**src/rtl/mips_ctrl_pkg.sv**
```systemverilog
// Shared encodings for the multicycle MIPS controller: states, opcodes,
// ALU/mux selects and the decoded control word.
package mips_ctrl_pkg;

  typedef enum logic [3:0] {
    S_FETCH    = 4'd0,
    S_DECODE   = 4'd1,
    S_MEMADR   = 4'd2,
    S_MEMRD    = 4'd3,
    S_MEMWB    = 4'd4,
    S_MEMWR    = 4'd5,
    S_EXEC     = 4'd6,
    S_ALUWB    = 4'd7,
    S_BRANCH   = 4'd8,
    S_ADDIEX   = 4'd9,
    S_ADDIWB   = 4'd10,
    S_JUMP     = 4'd11,
    S_CMPEX    = 4'd12,
    S_UNUSED13 = 4'd13,
    S_UNUSED14 = 4'd14,
    S_HALT     = 4'd15
  } state_t;

  localparam logic [5:0] OP_RTYPE = 6'b000000;
  localparam logic [5:0] OP_LW    = 6'b100011;
  localparam logic [5:0] OP_SW    = 6'b101011;
  localparam logic [5:0] OP_BEQ   = 6'b000100;
  localparam logic [5:0] OP_BBT   = 6'b111111;
  localparam logic [5:0] OP_ADDI  = 6'b001000;
  localparam logic [5:0] OP_J     = 6'b000010;
  localparam logic [5:0] OP_CMP   = 6'b111110;

  localparam logic [1:0] ALU_ADD   = 2'b00;
  localparam logic [1:0] ALU_SUB   = 2'b01;
  localparam logic [1:0] ALU_FUNCT = 2'b10;
  localparam logic [1:0] ALU_CMP   = 2'b11;

  localparam logic [1:0] SRCB_REG     = 2'b00;
  localparam logic [1:0] SRCB_FOUR    = 2'b01;
  localparam logic [1:0] SRCB_IMM     = 2'b10;
  localparam logic [1:0] SRCB_IMM_SH2 = 2'b11;

  localparam logic [1:0] PC_ALU    = 2'b00;
  localparam logic [1:0] PC_ALUOUT = 2'b01;
  localparam logic [1:0] PC_JUMP   = 2'b10;

  // pc_write is unconditional here; the top gates it with the memory handshake
  typedef struct packed {
    logic       pc_write;
    logic       branch;
    logic       mem_req;
    logic       iord;
    logic       mem_write;
    logic       reg_write;
    logic       reg_dst;
    logic       mem_to_reg;
    logic       alu_src_a;
    logic [1:0] alu_src_b;
    logic [1:0] alu_op;
    logic [1:0] pc_src;
  } ctrl_word_t;

endpackage

```
**src/rtl/mc_controller_outdec.sv**
```systemverilog
// Combinational state-to-control-word decode for the multicycle controller.
module mc_outdec
  import mips_ctrl_pkg::*;
(
  input  state_t     state,
  output ctrl_word_t cw
);

  always_comb begin
    cw = '0;
    case (state)
      S_FETCH: begin
        cw.mem_req   = 1'b1;
        cw.pc_write  = 1'b1;
        cw.alu_src_b = SRCB_FOUR;
        cw.alu_op    = ALU_ADD;
        cw.pc_src    = PC_ALU;
      end
      S_DECODE: begin
        cw.alu_src_b = SRCB_IMM_SH2;
        cw.alu_op    = ALU_ADD;
      end
      S_MEMADR, S_ADDIEX: begin
        cw.alu_src_a = 1'b1;
        cw.alu_src_b = SRCB_IMM;
        cw.alu_op    = ALU_ADD;
      end
      S_MEMRD: begin
        cw.mem_req = 1'b1;
        cw.iord    = 1'b1;
      end
      S_MEMWB: begin
        cw.reg_write  = 1'b1;
        cw.mem_to_reg = 1'b1;
      end
      S_MEMWR: begin
        cw.mem_req   = 1'b1;
        cw.iord      = 1'b1;
        cw.mem_write = 1'b1;
      end
      S_EXEC: begin
        cw.alu_src_a = 1'b1;
        cw.alu_src_b = SRCB_REG;
        cw.alu_op    = ALU_FUNCT;
      end
      S_CMPEX: begin
        cw.alu_src_a = 1'b1;
        cw.alu_src_b = SRCB_REG;
        cw.alu_op    = ALU_CMP;
      end
      S_ALUWB: begin
        cw.reg_write = 1'b1;
        cw.reg_dst   = 1'b1;
      end
      S_BRANCH: begin
        cw.alu_src_a = 1'b1;
        cw.alu_src_b = SRCB_REG;
        cw.alu_op    = ALU_SUB;
        cw.pc_src    = PC_ALUOUT;
        cw.branch    = 1'b1;
      end
      S_ADDIWB: cw.reg_write = 1'b1;
      S_JUMP: begin
        cw.pc_src   = PC_JUMP;
        cw.pc_write = 1'b1;
      end
      default: cw = '0;
    endcase
  end

endmodule

```
**src/rtl/mc_controller.sv**
```systemverilog
// Multicycle MIPS control FSM: state register, next-state logic, handshake
// gating of the fetch strobes and the PCEn combine.
module mc_controller
  import mips_ctrl_pkg::*;
(
  input  logic       clk,
  input  logic       reset,
  input  logic [5:0] Op,
  input  logic       Zero,
  input  logic       MemReady,
  output logic       MemReq,
  output logic       IorD,
  output logic       MemWrite,
  output logic       IRWrite,
  output logic       RegWrite,
  output logic       RegDst,
  output logic       MemtoReg,
  output logic       ALUSrcA,
  output logic [1:0] ALUSrcB,
  output logic [1:0] ALUOp,
  output logic [1:0] PCSrc,
  output logic       PCEn,
  output logic       InstrDone,
  output logic       Halt,
  output logic [3:0] State
);

  state_t     state;
  state_t     next_state;
  ctrl_word_t cw;
  logic       mem_wait;
  logic       pc_write;

  always_ff @(posedge clk) begin
    if (reset) state <= S_FETCH;
    else       state <= next_state;
  end

  always_comb begin
    next_state = S_HALT;
    case (state)
      S_FETCH:  next_state = MemReady ? S_DECODE : S_FETCH;
      S_DECODE: begin
        case (Op)
          OP_LW, OP_SW:   next_state = S_MEMADR;
          OP_RTYPE:       next_state = S_EXEC;
          OP_CMP:         next_state = S_CMPEX;
          OP_BEQ, OP_BBT: next_state = S_BRANCH;
          OP_ADDI:        next_state = S_ADDIEX;
          OP_J:           next_state = S_JUMP;
          default:        next_state = S_HALT;
        endcase
      end
      S_MEMADR: next_state = (Op == OP_LW) ? S_MEMRD : S_MEMWR;
      S_MEMRD:  next_state = MemReady ? S_MEMWB : S_MEMRD;
      S_MEMWB:  next_state = S_FETCH;
      S_MEMWR:  next_state = MemReady ? S_FETCH : S_MEMWR;
      S_EXEC:   next_state = S_ALUWB;
      S_CMPEX:  next_state = S_ALUWB;
      S_ALUWB:  next_state = S_FETCH;
      S_BRANCH: next_state = S_FETCH;
      S_ADDIEX: next_state = S_ADDIWB;
      S_ADDIWB: next_state = S_FETCH;
      S_JUMP:   next_state = S_FETCH;
      default:  next_state = S_HALT;
    endcase
  end

  mc_outdec u_outdec (
    .state (state),
    .cw    (cw)
  );

  // Fetch's PC increment and IR load only commit once memory delivers
  assign mem_wait = cw.mem_req & ~MemReady;
  assign pc_write = cw.pc_write & ~mem_wait;

  always_comb begin
    InstrDone = 1'b0;
    case (state)
      S_MEMWB, S_ALUWB, S_BRANCH, S_ADDIWB, S_JUMP: InstrDone = 1'b1;
      S_MEMWR: InstrDone = MemReady;
      default: InstrDone = 1'b0;
    endcase
  end

  assign MemReq   = cw.mem_req;
  assign IorD     = cw.iord;
  assign MemWrite = cw.mem_write;
  assign IRWrite  = (state == S_FETCH) & MemReady;
  assign RegWrite = cw.reg_write;
  assign RegDst   = cw.reg_dst;
  assign MemtoReg = cw.mem_to_reg;
  assign ALUSrcA  = cw.alu_src_a;
  assign ALUSrcB  = cw.alu_src_b;
  assign ALUOp    = cw.alu_op;
  assign PCSrc    = cw.pc_src;
  assign PCEn     = pc_write | (cw.branch & Zero);
  assign Halt     = (state == S_HALT);
  assign State    = state;

endmodule

```
**config.mk**
```make
export PLATFORM = sky130hd
export DESIGN_NAME = mc_controller
export DESIGN_NICKNAME = d
export VERILOG_FILES = /design/src/rtl/mips_ctrl_pkg.sv /design/src/rtl/mc_controller_outdec.sv /design/src/rtl/mc_controller.sv
export SDC_FILE = /design/constraint.sdc
export NUM_CORES = 1
export LEC_CHECK = 0
export BUFFER_PORTS_ARGS = -buffer_cell sky130_fd_sc_hd__buf_4
export CAP_MARGIN = 20
export CORE_AREA = 4 4 41 43
export CTS_CLUSTER_SIZE = 12
export DETAILED_ROUTE_END_ITERATION = 10
export DIE_AREA = 0 0 45 47
export GPL_TIMING_DRIVEN = 0
export PLACE_DENSITY = 0.84
export SYNTH_ARGS = -nofsm -noshare
export SYNTH_HDL_FRONTEND = slang
export SYNTH_SLANG_ARGS = --single-unit
```
**constraint.sdc**
```tcl
create_clock -name clk -period 4.3 [get_ports clk]
set_input_delay 1.29 -clock clk [delete_from_list [all_inputs] [get_ports clk]]
set_output_delay 1.29 -clock clk [all_outputs]
set_load 0.02 [all_outputs]
```
==> impl_metrics.prom <==
# TYPE chip_impl_metric gauge
chip_impl_metric{name="p_leak",unit="nW"} 0.3884
chip_impl_info{name="synthMostInstantiatedCell",value="nor2_1"} 1
chip_impl_info{name="worst_setup_path_end_kind",value="output port"} 1
chip_impl_info{name="clock_tree.root_cell",value="clkbuf_4"} 1
chip_impl_metric{name="flow.area_growth_from_synthesis",unit="%"} 44.38
chip_impl_metric{name="worst_max_slew_pin_slew",unit="ns"} 0.4715
chip_impl_info{name="yosys-top-cells-area",value="dfxtp_1, nor3_1, nor2_1"} 1
chip_impl_metric{name="ys_ff_latch",unit=""} 4
chip_impl_metric{name="via_cell_ratio",unit=""} 5.813
chip_impl_metric{name="design_power_total",unit="mW"} 0.6923
chip_impl_metric{name="post_route_core_utilization",unit="%"} 66.63
chip_impl_metric{name="number_of_synthesized_flops_with_an_enable_pin",unit=""} 0
chip_impl_metric{name="cts_setup_buffers",unit=""} 0
chip_impl_metric{name="timing.slew.headroom",unit="%"} 68.57
chip_impl_info{name="crit_type",value="in2out"} 1
chip_impl_metric{name="chipHeight",unit="µm"} 47
chip_impl_metric{name="post-route-min-period",unit="ns"} 3.356
chip_impl_metric{name="cts-buffers-inserted",unit=""} 3
chip_impl_metric{name="maximum_number_of_pins_on_one_net_before_global_route_repair",unit=""} 11
chip_impl_info{name="cell_type_of_the_slowest_stage_on_the_worst_timing_path",value="a211o_1"} 1
chip_impl_metric{name="globalRouteOverflowTotal",unit=""} 0
chip_impl_metric{name="crit_required",unit="ns"} 3.01
chip_impl_metric{name="syn_nets",unit=""} 101
chip_impl_metric{name="cp_data_arrival_time",unit="ns"} 2.07
chip_impl_metric{name="vias",unit=""} 808
chip_impl_metric{name="detailedPlacementHpwl",unit="mm"} 1.490
chip_impl_metric{name="cts.reportedPaths.clkPinSlew",unit="ns"} 0.04
chip_impl_metric{name="detail-route-antenna-nets",unit=""} 0
chip_impl_metric{name="wl_per_cell",unit="µm"} 14.06
chip_impl_info{name="synthDominantAreaCellType",value="dfxtp_1"} 1
chip_impl_info{name="crit_path_cell_trace",value="buf_4, nand2_1, a211o_1, a21oi_1, buf_4"} 1
chip_impl_metric{name="num-nets-final",unit=""} 136
chip_impl_metric{name="synthesis.yosys.warnings",unit=""} 0
chip_impl_metric{name="cts_max_level",unit=""} 1
chip_impl_info{name="tritoncts_clock_tree",value="built"} 1
chip_impl_metric{name="slowest_delay",unit="ns"} 0.27
chip_impl_metric{name="totalWireLength",unit="mm"} 1.955
chip_impl_info{name="timing.critical_path.from_type",value="input pin"} 1
chip_impl_metric{name="synth_async_sr_flop_share",unit="%"} 0
chip_impl_metric{name="floorplan.rows",unit=""} 13
chip_impl_metric{name="ir_worst_vdd",unit="V"} 0.0003025
chip_impl_info{name="rsz_0062_raised_after_global_routing",value="no"} 1
chip_impl_metric{name="cts.sink_count",unit=""} 4
chip_impl_info{name="crit_top_cell",value="buf_4"} 1
chip_impl_metric{name="initialDrtViolationCount",unit=""} 19
chip_impl_metric{name="synth_sequential_area_ratio",unit="%"} 13.33
chip_impl_info{name="synthFlopType",value="dfxtp_1"} 1
chip_impl_metric{name="antenna-diode-count",unit=""} 0
chip_impl_metric{name="mapped_cells",unit=""} 91
chip_impl_metric{name="floorplan.core_area",unit="µm²"} 1301
chip_impl_metric{name="post_synthesis_area_per_instance",unit="µm²"} 6.600
chip_impl_metric{name="placement.io_buffers",unit=""} 30
chip_impl_metric{name="floorplan.io_pins",unit=""} 31
chip_impl_info{name="outcome",value="finished, final reports clean"} 1
chip_impl_metric{name="setup_tns",unit="ns"} 0
chip_impl_metric{name="hold_violations",unit=""} 0
chip_impl_metric{name="post_cts_hold_buffer_count",unit=""} 0
chip_impl_metric{name="timing.final.crit_share",unit="%"} 78.05
chip_impl_metric{name="num-fill-cells",unit=""} 130
chip_impl_metric{name="grt_resource_usage_total",unit="%"} 19.59
chip_impl_metric{name="max_clock_freq",unit="GHz"} 0.2980
chip_impl_metric{name="firstDrtPassIters",unit=""} 5
chip_impl_metric{name="setup_viol",unit=""} 0
chip_impl_metric{name="grt_pass1_wl",unit="mm"} 3.167
chip_impl_metric{name="cts_resized",unit=""} 0
chip_impl_metric{name="die_width",unit="µm"} 45
chip_impl_info{name="netlist_top_cells_count",value="nor2_1, nor3_1, nand2_1"} 1
chip_impl_metric{name="skew",unit="ns"} 0.002296
chip_impl_metric{name="grt_antenna_before_repair",unit=""} 0
chip_impl_metric{name="via_count_of_the_first_global_routing_pass",unit=""} 750
chip_impl_metric{name="synth.distinct_cells",unit=""} 36
chip_impl_metric{name="drive_gt1_share",unit="%"} 32.26
chip_impl_metric{name="synth_largest_type_area_fraction",unit="%"} 13.33
chip_impl_metric{name="power_density",unit="nW/µm²"} 798.4
chip_impl_metric{name="pins_over_slew_limit",unit=""} 0
chip_impl_metric{name="maximum_fanout_along_the_worst_path",unit=""} 8
chip_impl_metric{name="flop2flop_setup_slack",unit="ns"} 2.73
chip_impl_metric{name="max-clock-path-buffers",unit=""} 2
chip_impl_info{name="timing.hold.worst.class",value="reg2reg"} 1
chip_impl_metric{name="largest_reg_flops",unit=""} 4
chip_impl_metric{name="start_util",unit="%"} 46.15
chip_impl_metric{name="routabilityCongestion",unit=""} 0.8265
chip_impl_metric{name="drc_errors",unit=""} 0
chip_impl_metric{name="clkLatencyLatePin",unit="ns"} 0.24
chip_impl_metric{name="syn_area",unit="µm²"} 600.6
chip_impl_metric{name="drv.max_cap_violation_count",unit=""} 0
chip_impl_metric{name="fp.dieArea",unit="µm²"} 2115
[layout make-up]
| class | count | area, µm² | share of cell area [%] |
|---|---|---|---|
| buffer | 6 | 26.28 | 3.030 |
| clock buffer | 3 | 22.52 | 2.597 |
| inverter | 3 | 11.26 | 1.299 |
| multi-input combinational | 78 | 483.0 | 55.70 |
| sequential | 4 | 80.08 | 9.235 |
| tap | 15 | 18.77 | 2.165 |
| timing repair buffer | 30 | 225.2 | 25.97 |
[power by group]
group / switching (mW) / total, mW / internal, mW / leakage, nW
logic: 0.331 / 0.559 / 0.227 / 0.342
clock network: 0.0178 / 0.0492 / 0.0314 / 0.0138
registers: 0.0299 / 0.0845 / 0.0546 / 0.0330
[final timing paths]
kind / cells after the start / to / from
hold reg to reg: 3 / State[1]$_SDFF_PP0_ / State[1]$_SDFF_PP0_
setup reg to reg: 4 / State[2]$_SDFF_PP0_ / State[3]$_SDFF_PP0_
setup / recovery: 5 / PCEn / MemReady
hold / removal: 3 / State[1]$_SDFF_PP0_ / State[1]$_SDFF_PP0_
[worst max-delay path, delay by kind of cell]
family	cells	cell delay [ns]
buffers and inverters	2	0.29
AO/OA/AOI/OAI	2	0.41
AND/OR/NAND/NOR	1	0.08
[per-stage QoR]
stage          area (µm²)  hold WS, ns  setup WS (ns)  instances
3_3_place_gp        844.6       0.7431         0.9541        136
6_report            867.1       0.7565         0.9437        139
2_1_floorplan       600.6       0.7420          1.020         91
4_1_cts             867.1       0.7491         0.9504        139
5_1_grt             867.1       0.7980         0.8548        139
3_5_place_dp        844.6       0.7383         0.9600        136
[cell usage in the layout (no fill, tap or decap)]
cell type / instances
nor2b_1: 4
a21oi_1: 6
a2111oi_0: 1
o21ai_0: 3
clkbuf_1: 2
o211ai_1: 2
or4_4: 1
xor2_1: 1
nor3_1: 10
a2111oi_2: 1
o31a_1: 1
o2111ai_1: 1
o2111a_1: 1
nand4bb_1: 1
buf_2: 3
o221ai_1: 1
xnor2_1: 2
and3_1: 2
a221o_1: 1
clkbuf_4: 3
buf_4: 30
inv_1: 3
or4_1: 1
a21o_1: 1
nand2_1: 8
nor3b_1: 1
or2_2: 1
nand3_1: 4
nand3b_1: 1
a32oi_1: 1
dfxtp_1: 4
nor2_1: 11
buf_1: 1
a211o_1: 2
or3b_2: 1
nand2b_1: 4
a221oi_1: 2
mux2i_1: 1
[cells by family after synthesis]
family / share of synthesized area [%]
buffers and inverters: 6.249
multiplexers: 1.667
XOR/XNOR: 4.376
AO/OA/AOI/OAI: 30.42
AND/OR/NAND/NOR: 43.96
flip-flops: 13.33
[layer usage]
layer	vias to the layer above	wire length [µm]	GRT usage, %
met5	-	0	0
met4	0	0	4.678
met3	0	136	1.149
met2	29	998	38.70
met1	369	819	22.73
li1	410	-	-
(Power assumes the default switching activity.)
